$ cat config.mk
export PLATFORM = sky130hd
export DESIGN_NAME = axi4_lite_reg_slave_flat
export DESIGN_NICKNAME = d
export VERILOG_FILES = /design/src/rtl/axi4_lite_reg_slave_if.sv /design/src/rtl/axi4_lite_reg_slave.sv /design/src/flat_wrapper.sv
export SDC_FILE = /design/constraint.sdc
export NUM_CORES = 1
export LEC_CHECK = 0
export ABC_AREA = 1
export BUFFER_PORTS_ARGS = -buffer_cell sky130_fd_sc_hd__buf_2
export CAP_MARGIN = 20
export CORE_MARGIN = 8
export CORE_UTILIZATION = 61
export DETAILED_ROUTE_END_ITERATION = 8
export GPL_ROUTABILITY_DRIVEN = 0
export PLACE_DENSITY = 0.79
export SLEW_MARGIN = 10
export SYNTH_ARGS = -nofsm -noshare
export SYNTH_HDL_FRONTEND = slang
export SYNTH_SLANG_ARGS = --single-unit
$ cat constraint.sdc
create_clock -name clk -period 2.3 [get_ports clk]
set_input_delay 0 -clock clk [delete_from_list [all_inputs] [get_ports clk]]
set_output_delay 0 -clock clk [all_outputs]
set_load 0.01 [all_outputs]
$ cat src/rtl/axi4_lite_reg_slave_if.sv
// AXI4-Lite bus bundle for the register slave: all five channels, with master and slave views.
interface axi4_lite_reg_slave_if #(
    parameter int ADDR_WIDTH = 32
);
    logic [ADDR_WIDTH-1:0] awaddr;
    logic [2:0]            awprot;
    logic                  awvalid;
    logic                  awready;
    logic [31:0]           wdata;
    logic [3:0]            wstrb;
    logic                  wvalid;
    logic                  wready;
    logic [1:0]            bresp;
    logic                  bvalid;
    logic                  bready;
    logic [ADDR_WIDTH-1:0] araddr;
    logic [2:0]            arprot;
    logic                  arvalid;
    logic                  arready;
    logic [31:0]           rdata;
    logic [1:0]            rresp;
    logic                  rvalid;
    logic                  rready;

    modport slave (
        input  awaddr, awprot, awvalid, wdata, wstrb, wvalid, bready,
        input  araddr, arprot, arvalid, rready,
        output awready, wready, bresp, bvalid, arready, rdata, rresp, rvalid
    );

    modport master (
        output awaddr, awprot, awvalid, wdata, wstrb, wvalid, bready,
        output araddr, arprot, arvalid, rready,
        input  awready, wready, bresp, bvalid, arready, rdata, rresp, rvalid
    );
endinterface

$ cat src/rtl/axi4_lite_reg_slave.sv
// AXI4-Lite slave with 16 x 32-bit registers; register 0 is a read-only ID.
// Define AXI4_LITE_REG_SLAVE_DECERR_EN to reject addresses above 0x3F with DECERR.
module axi4_lite_reg_slave #(
    parameter int          ADDR_WIDTH = 32,
    parameter logic [31:0] ID_VALUE   = 32'h4158_4C31
) (
    input  logic                  clk,
    input  logic                  reset_n,
    axi4_lite_reg_slave_if.slave  bus
);
    localparam logic [1:0] OKAY   = 2'b00;
    localparam logic [1:0] SLVERR = 2'b10;
    localparam logic [1:0] DECERR = 2'b11;

    typedef enum logic {W_IDLE, W_RESP} w_state_t;
    typedef enum logic {R_IDLE, R_DATA} r_state_t;

    w_state_t w_state;
    r_state_t r_state;

    logic [31:0]           regs [16];
    logic                  aw_held, w_held;
    logic [ADDR_WIDTH-1:0] awaddr_q;
    logic [31:0]           wdata_q;
    logic [3:0]            wstrb_q;

    logic                  aw_fire, w_fire, have_aw, have_w;
    logic [ADDR_WIDTH-1:0] waddr;
    logic [31:0]           wdata;
    logic [3:0]            wstrb;
    logic [3:0]            widx, ridx;
    logic                  w_inrange, r_inrange;
    logic [1:0]            wresp;

    // A beat arriving this cycle is used directly so AW and W may land together.
    always_comb begin
        aw_fire = bus.awvalid && bus.awready;
        w_fire  = bus.wvalid && bus.wready;
        have_aw = aw_held || aw_fire;
        have_w  = w_held || w_fire;
        waddr   = aw_held ? awaddr_q : bus.awaddr;
        wdata   = w_held ? wdata_q : bus.wdata;
        wstrb   = w_held ? wstrb_q : bus.wstrb;
        widx    = waddr[5:2];
        ridx    = bus.araddr[5:2];
`ifdef AXI4_LITE_REG_SLAVE_DECERR_EN
        w_inrange = (waddr[ADDR_WIDTH-1:6] == '0);
        r_inrange = (bus.araddr[ADDR_WIDTH-1:6] == '0);
`else
        w_inrange = 1'b1;
        r_inrange = 1'b1;
`endif
        if (!w_inrange)      wresp = DECERR;
        else if (widx == '0) wresp = SLVERR;
        else                 wresp = OKAY;
    end

    logic unused_ok;
    assign unused_ok = ^{bus.awprot, bus.arprot, waddr, bus.araddr};

    always_ff @(posedge clk) begin
        if (!reset_n) begin
            w_state     <= W_IDLE;
            bus.awready <= 1'b1;
            bus.wready  <= 1'b1;
            bus.bvalid  <= 1'b0;
            bus.bresp   <= OKAY;
            aw_held     <= 1'b0;
            w_held      <= 1'b0;
            awaddr_q    <= '0;
            wdata_q     <= '0;
            wstrb_q     <= '0;
            for (int i = 0; i < 16; i++) regs[i] <= '0;
        end else begin
            case (w_state)
                W_IDLE: begin
                    if (have_aw && have_w) begin
                        if (wresp == OKAY)
                            for (int b = 0; b < 4; b++)
                                if (wstrb[b]) regs[widx][8*b +: 8] <= wdata[8*b +: 8];
                        bus.bresp   <= wresp;
                        bus.bvalid  <= 1'b1;
                        bus.awready <= 1'b0;
                        bus.wready  <= 1'b0;
                        aw_held     <= 1'b0;
                        w_held      <= 1'b0;
                        w_state     <= W_RESP;
                    end else begin
                        if (aw_fire) begin
                            aw_held     <= 1'b1;
                            awaddr_q    <= bus.awaddr;
                            bus.awready <= 1'b0;
                        end
                        if (w_fire) begin
                            w_held     <= 1'b1;
                            wdata_q    <= bus.wdata;
                            wstrb_q    <= bus.wstrb;
                            bus.wready <= 1'b0;
                        end
                    end
                end
                W_RESP: begin
                    if (bus.bready) begin
                        bus.bvalid  <= 1'b0;
                        bus.awready <= 1'b1;
                        bus.wready  <= 1'b1;
                        w_state     <= W_IDLE;
                    end
                end
            endcase
        end
    end

    // regs is sampled before any same-edge write lands, so a colliding read sees old data.
    always_ff @(posedge clk) begin
        if (!reset_n) begin
            r_state     <= R_IDLE;
            bus.arready <= 1'b1;
            bus.rvalid  <= 1'b0;
            bus.rresp   <= OKAY;
            bus.rdata   <= '0;
        end else begin
            case (r_state)
                R_IDLE: begin
                    if (bus.arvalid) begin
                        if (!r_inrange) begin
                            bus.rdata <= '0;
                            bus.rresp <= DECERR;
                        end else begin
                            bus.rdata <= (ridx == '0) ? ID_VALUE : regs[ridx];
                            bus.rresp <= OKAY;
                        end
                        bus.rvalid  <= 1'b1;
                        bus.arready <= 1'b0;
                        r_state     <= R_DATA;
                    end
                end
                R_DATA: begin
                    if (bus.rready) begin
                        bus.rvalid  <= 1'b0;
                        bus.arready <= 1'b1;
                        r_state     <= R_IDLE;
                    end
                end
            endcase
        end
    end
endmodule

$ cat src/flat_wrapper.sv
// flat-port wrapper written by rule: the top's interface ports become plain ports
module axi4_lite_reg_slave_flat 
#(
    parameter int          ADDR_WIDTH = 32,
    parameter logic [31:0] ID_VALUE   = 32'h4158_4C31
)
  (clk, reset_n, bus_awaddr, bus_awprot, bus_awvalid, bus_wdata, bus_wstrb, bus_wvalid, bus_bready, bus_araddr, bus_arprot, bus_arvalid, bus_rready, bus_awready, bus_wready, bus_bresp, bus_bvalid, bus_arready, bus_rdata, bus_rresp, bus_rvalid);
  axi4_lite_reg_slave_if #(.ADDR_WIDTH(ADDR_WIDTH)) bus_i ();
  input  logic clk;
  input  logic reset_n;
  input wire logic [$bits(bus_i.awaddr)-1:0] bus_awaddr;
  input wire logic [$bits(bus_i.awprot)-1:0] bus_awprot;
  input wire logic [$bits(bus_i.awvalid)-1:0] bus_awvalid;
  input wire logic [$bits(bus_i.wdata)-1:0] bus_wdata;
  input wire logic [$bits(bus_i.wstrb)-1:0] bus_wstrb;
  input wire logic [$bits(bus_i.wvalid)-1:0] bus_wvalid;
  input wire logic [$bits(bus_i.bready)-1:0] bus_bready;
  input wire logic [$bits(bus_i.araddr)-1:0] bus_araddr;
  input wire logic [$bits(bus_i.arprot)-1:0] bus_arprot;
  input wire logic [$bits(bus_i.arvalid)-1:0] bus_arvalid;
  input wire logic [$bits(bus_i.rready)-1:0] bus_rready;
  output wire logic [$bits(bus_i.awready)-1:0] bus_awready;
  output wire logic [$bits(bus_i.wready)-1:0] bus_wready;
  output wire logic [$bits(bus_i.bresp)-1:0] bus_bresp;
  output wire logic [$bits(bus_i.bvalid)-1:0] bus_bvalid;
  output wire logic [$bits(bus_i.arready)-1:0] bus_arready;
  output wire logic [$bits(bus_i.rdata)-1:0] bus_rdata;
  output wire logic [$bits(bus_i.rresp)-1:0] bus_rresp;
  output wire logic [$bits(bus_i.rvalid)-1:0] bus_rvalid;
  assign bus_i.awaddr = bus_awaddr;
  assign bus_i.awprot = bus_awprot;
  assign bus_i.awvalid = bus_awvalid;
  assign bus_i.wdata = bus_wdata;
  assign bus_i.wstrb = bus_wstrb;
  assign bus_i.wvalid = bus_wvalid;
  assign bus_i.bready = bus_bready;
  assign bus_i.araddr = bus_araddr;
  assign bus_i.arprot = bus_arprot;
  assign bus_i.arvalid = bus_arvalid;
  assign bus_i.rready = bus_rready;
  assign bus_awready = bus_i.awready;
  assign bus_wready = bus_i.wready;
  assign bus_bresp = bus_i.bresp;
  assign bus_bvalid = bus_i.bvalid;
  assign bus_arready = bus_i.arready;
  assign bus_rdata = bus_i.rdata;
  assign bus_rresp = bus_i.rresp;
  assign bus_rvalid = bus_i.rvalid;
  axi4_lite_reg_slave #(.ADDR_WIDTH(ADDR_WIDTH), .ID_VALUE(ID_VALUE)) u_core (.clk(clk), .reset_n(reset_n), .bus(bus_i));
endmodule
**Word-level counts from Yosys, hierarchy flattened**

Memory sizes are Yosys's and may differ from the RTL's.
Cells that the tools add are included.
Widths: inputs -> output; s select.

- Muxes and demuxes: 59
- Shift operators: 0
- Bitwise gates (word level): 3
- Divide/modulo/power cells: 0
- Reductions and logical operators: 21
- Magnitude comparators: 0
- Eq/ne operators: 6
- Add/sub/neg operators: 0
- Multipliers: 0

Operators with widths:

| kind | count |
|---|---|
| $mux 32 | 3 |
| $mux 1 | 44 |
| $reduce_or 32->1 | 1 |
| $reduce_and 2->1 | 8 |
| $pmux 1 s2 | 7 |
| $mux 4 | 3 |
| $logic_not 4->1 | 2 |
| $mux 6 | 1 |
| $ne 2x2->1 const B | 3 |
| $ne 3x1->1 const B | 2 |
| $reduce_and 3->1 | 2 |
| $reduce_bool 2->1 | 2 |
| $logic_and 1x1->1 | 3 |
| $not 1->1 | 3 |
| $logic_not 2->1 | 1 |
| $logic_or 1x1->1 | 2 |
| $mux 2 | 1 |
| $ne 2x1->1 const B | 1 |

- Logic and storage cells: 104
- Register bits: 85
- Latch bits: 0
- Memory bits (writable): 512
- Bits in read-only memories: 0
- Output and inout bits: 41
- Memories: 1
- Input bits: 113

Memory list:

| memory | words | bits a word | rd ports | clocked after Yosys merged registers in | wr ports | line | text |
|---|---|---|---|---|---|---|---|
| u_core.regs | 16 | 32 | 1 | 0 | 16 | axi4_lite_reg_slave.sv:21 | `logic [31:0] regs [16];` |

**Depth between registers and ports, before layout**

- Depth in word-level cells: 11
- Depth in mapped cells: 13
- Mapped depth without buffers: 10

**Worst setup path after synthesis**

Ideal clock, no wire load.

- Path kind: register -> register
- Start: reg u_core.aw_held
- End: mem u_core.regs[10][0], enable pin
- Setup time: 329 ps
- Buffers on the path: 2
- Cell stages (with the launch flop): 12
- Period minus slack after synthesis: 2030 ps
- Path slack: 270 ps
- Required time: 1971 ps
- Data arrival time: 1701 ps
- Path through: dfxtp_1 buf_2 nand2_1 o21ai_1 nand2_1 nor2_1 nor2_2 nand2_2 nor2_4 buf_4 nand2_2 nand2_1

RTL lines:

| item | line | text |
|---|---|---|
| start: declaration | axi4_lite_reg_slave.sv:22 | `logic aw_held, w_held;` |
| start signal: assignment | axi4_lite_reg_slave.sv:68 | `aw_held <= 1'b0;` |
| start signal: assignment | axi4_lite_reg_slave.sv:85 | `aw_held <= 1'b0;` |
| start signal: assignment | axi4_lite_reg_slave.sv:90 | `aw_held <= 1'b1;` |
| end: declaration | axi4_lite_reg_slave.sv:21 |  |

==> insert_results.sql <==
INSERT INTO impl_metrics (metric_group, metric, value, unit) VALUES
('drt', 'vias_per_cell', '5.67', ''),
('critical_path', 'critical_path_peak_fanout', '15', ''),
('final_layout', 'filler_cell_count', '3070', ''),
('clock_tree', 'cts_buffer_depth', '3', ''),
('placement', 'port_buffers', '88', ''),
('final_layout', 'footprint_of_the_multi_input_gates', '0.00842', 'mm2'),
('sta', 'final-setup-viol-count', '0', ''),
('clock_tree', 'clock_latency_late_sink', '0.62', 'ns'),
('drt', 'drc_errors', '0', ''),
('critical_path', 'startpoint_type', 'flip-flop', ''),
('drt', 'ant_nets', '0', ''),
('sta', 'period_share', '94.0', '%'),
('sta', 'timing.max_slew.rel_slack', '43.8', '%'),
('sta', 'worstMarginPinSlew', '0.841', 'ns'),
('floorplan', 'die_area', '0.0516', 'mm2'),
('grt', 'groute.usage.overall', '28.1', '%'),
('sta', 'post-route-min-period', '2.16', 'ns'),
('clock_tree', 'h-tree-depth', '2', ''),
('grt', 'global_route_wire_length_before_repair', '113', 'mm'),
('synthesis', 'synth_area', '0.0272', 'mm2'),
('power', 'total_leakage_power', '13.8', 'nW'),
('sta', 'clock.fmax', '462', 'MHz'),
('synthesis', 'ys.warnings.count', '0', ''),
('critical_path', 'timing.rr.start', 'u_core.bus.awready', ''),
('synthesis', 'synthDistinctLibCells', '25', ''),
('clock_tree', 'cts_buffers', '58', ''),
('hold_path', 'hold_class', 'input pin to flip-flop', ''),
('sta', 'final_hold_violations', '0', ''),
('final_layout', 'ff_latch_area', '0.0170', 'mm2'),
('critical_path', 'critPathRequiredTime', '2.57', 'ns'),
('clock_tree', 'cts.root.buffer_cell', 'sky130_fd_sc_hd__clkbuf_16', ''),
('critical_path', 'timing.critical_path.from', 'u_core.bus.awready', ''),
('clock_tree', 'cts_tree', 'built', ''),
('drt', 'drt_iter0_drc', '3055', ''),
('power', 'peakVddDrop', '0.000740', 'V'),
('critical_path', 'critical_path.slowest_cell', 'sky130_fd_sc_hd__dfxtp_1', ''),
('critical_path', 'critPathMaxStageDelay', '0.37', 'ns'),
('grt', 'maximum_number_of_pins_on_one_net_before_global_route_repair', '141', ''),
('synthesis', 'postSynthRegisterBits', '592', ''),
('grt', 'grt_remaining_overflow', '0', ''),
('drt', 'postRouteWirelength', '73.1', 'mm'),
('drt', 'wl_met2', '34.8', 'mm'),
('clock_tree', 'cts_num_sinks', '592', ''),
('floorplan', 'core_area', '0.0441', 'mm2'),
('critical_path', 'worst-endpoint-arrival', '2.43', 'ns'),
('critical_path', 'path_common_cell', 'sky130_fd_sc_hd__nand2_1', ''),
('sta', 'final.setup.tns', '0', 'ns'),
('floorplan', 'start_util', '61.6', '%'),
('sta', 'final_max_slew_viol_count', '0', ''),
('final_layout', 'share_of_post_route_cells_with_drive_strength_above_1', '11.9', '%'),
('drt', 'route.detailed.wl_per_inst', '18.8', 'um'),
('sta', 'unrepaired_setup_endpoints_after_global_routing', 'false', ''),
('floorplan', 'height_of_the_die', '227', 'um'),
('floorplan', 'io-pin-count', '154', ''),
('drt', 'wl_met1', '26.6', 'mm'),
('floorplan', 'fp.dieW', '227', 'um'),
('synthesis', 'postSynthAreaPerCell', '8.94', 'um2'),
('placement', 'dp_worst_setup_slack', '0.0978', 'ns'),
('floorplan', 'placement_rows', '77', ''),
('critical_path', 'reg2reg_setup_slack', '0.14', 'ns'),
('placement', 'dpl-instance-area', '0.0292', 'mm2'),
('critical_path', 'reg2reg_to', 'u_core.regs[5][30]', ''),
('synthesis', 'postSynthCellCount', '3043', ''),
('critical_path', 'endpoint_kind', 'flip-flop', ''),
('run_status', 'status', 'finished clean', ''),
('critical_path', 'critical_path.endpoint', 'u_core.regs[5][30]', ''),
('sta', 'clock_skew', '0.0216', 'ns'),
('placement', 'place.detailed.hpwl', '46.4', 'mm'),
('drt', 'routed.top_layer', 'met5', ''),
('final_layout', 'layout.nets', '3363', ''),
('sta', 'worst_slack', '0.137', 'ns');
-- placed cells by master, fill, tap and decap left out --
master and instances:
sky130_fd_sc_hd__nand2_1 696, sky130_fd_sc_hd__nor2_1 696, sky130_fd_sc_hd__edfxtp_1 510, sky130_fd_sc_hd__inv_1 336, sky130_fd_sc_hd__nand3_1 254, sky130_fd_sc_hd__buf_4 135, sky130_fd_sc_hd__o21ai_0 119, sky130_fd_sc_hd__buf_2 85
sky130_fd_sc_hd__dfxtp_1 80, sky130_fd_sc_hd__clkbuf_16 61, sky130_fd_sc_hd__nand2_2 52, sky130_fd_sc_hd__dlygate4sd3_1 49, sky130_fd_sc_hd__mux2i_1 36, sky130_fd_sc_hd__a21oi_1 33, sky130_fd_sc_hd__conb_1 33, sky130_fd_sc_hd__o22ai_1 18
sky130_fd_sc_hd__o211ai_1 17, sky130_fd_sc_hd__buf_12 17, sky130_fd_sc_hd__clkinv_1 12, sky130_fd_sc_hd__clkbuf_1 12, sky130_fd_sc_hd__clkinv_2 9, sky130_fd_sc_hd__clkbuf_8 9, sky130_fd_sc_hd__bufinv_16 6, sky130_fd_sc_hd__o21ai_1 4
sky130_fd_sc_hd__nor2_4 4, sky130_fd_sc_hd__inv_2 3, sky130_fd_sc_hd__nor2_2 3, sky130_fd_sc_hd__or2_2 2, sky130_fd_sc_hd__clkinv_8 2, sky130_fd_sc_hd__dfxtp_2 2, sky130_fd_sc_hd__diode_2 1, sky130_fd_sc_hd__inv_6 1
sky130_fd_sc_hd__a31oi_2 1, sky130_fd_sc_hd__o21a_1 1, sky130_fd_sc_hd__clkinvlp_4 1, sky130_fd_sc_hd__buf_6 1
-- stage by stage --
step	total power [mW]	instances	util, %
6_report	25.5	3893	71.8
5_1_grt	26.3	3892	71.8
3_5_place_dp	15.8	3733	66.1
4_1_cts	25.5	3892	71.8
2_1_floorplan	14.4	3075	-
3_3_place_gp	15.7	3733	66.1
-- cell families (layout without fill, tap and decap cells) --
| kind of cell | Yosys count | after routing | synth area share, % |
|---|---|---|---|
| buf+inv | 514 | 739 | 7.26 |
| flops | 592 | 592 | 62.3 |
| other cells | 1 | 34 | 0.0138 |
| mux | 36 | 36 | 1.33 |
| compound gates | 193 | 193 | 3.80 |
| simple gates | 1707 | 1707 | 25.2 |
-- worst max-delay path, delay by kind of cell (launching register included) --
family	cells	cell delay [ns]
flip-flops	1	0.37
buffers and inverters	1	0.18
AND/OR/NAND/NOR	8	1.23
-- cell type report --
class                      instances  share of cell area [%]
timing repair buffer             287                    7.20
antenna                            1                 0.00790
inverter                         342                    4.07
multi-input combinational       1969                    26.6
clock buffer                      82                    5.35
clock inverter                    28                   0.951
sequential                       592                    53.5
tap                              592                    2.34
-- power by group --
part / internal [mW] / switching (mW) / leakage [nW] / total, mW
Sequential: 12.2 / 0.214 / 5.92 / 12.4
Clock: 5.80 / 3.99 / 0.978 / 9.78
Combinational: 0.975 / 2.39 / 6.89 / 3.37
Total: 18.9 / 6.59 / 13.8 / 25.5
-- synth_stat cells (all sizes together) --
master | count | area [um2]
conb | 1 | 3.75
buf | 38 | 189
nor2 | 703 | 2670
a21oi | 33 | 165
edfxtp | 510 | 15300
mux2i | 36 | 360
clkbuf | 134 | 503
or2 | 2 | 12.5
clkinv | 1 | 3.75
nand3 | 254 | 1270
o21a | 1 | 7.51
o21ai | 123 | 616
nand2 | 748 | 2910
inv | 341 | 1280
o22ai | 18 | 113
a31oi | 1 | 6.26
o211ai | 17 | 128
dfxtp | 82 | 1640
-- what timing repair did --
item / CTS / global route
gates resized for setup: 0 / 12
buffers inserted: 0 / 0
setup endpoints to repair: 0 / 442
hold buffers: 49 / 0
hold endpoints to repair: 488 / 0
-- worst min-delay path by stage --
stage	endpoint	slack [ns]	cells after the start
2_1_floorplan	u_core.r_state	0.13	2
5_1_grt	u_core.bus.rdata[30]	0.04	4
4_1_cts	u_core.bus.rdata[30]	0.02	4
6_report	u_core.bus.rdata[30]	0.07	4
3_5_place_dp	u_core.bus.arready	0.26	3
3_3_place_gp	u_core.bus.arready	0.23	3
-- per-layer routing --
metal,global-route usage (%),vias to the layer above
li1,-,10200
met1,35.8,10300
met2,46.6,1365
met3,5.84,223
met4,12.1,2
met5,0,-
-- sequential cells by signal, summed over array words and instances (netlist names) --
register            flops
u_core.bus.awready      1
u_core.regs           510
u_core.bus.arready      1
u_core.r_state          1
u_core.bus.rvalid       1
u_core.wstrb_q          4
u_core.bus.bresp        1
u_core.w_state          1
u_core.w_held           1
u_core.aw_held          1
u_core.bus.bvalid       1
u_core.bus.wready       1
u_core.awaddr_q         4
u_core.wdata_q         32
u_core.bus.rdata       32
Note: power is estimated with default switching activity, not from simulation.
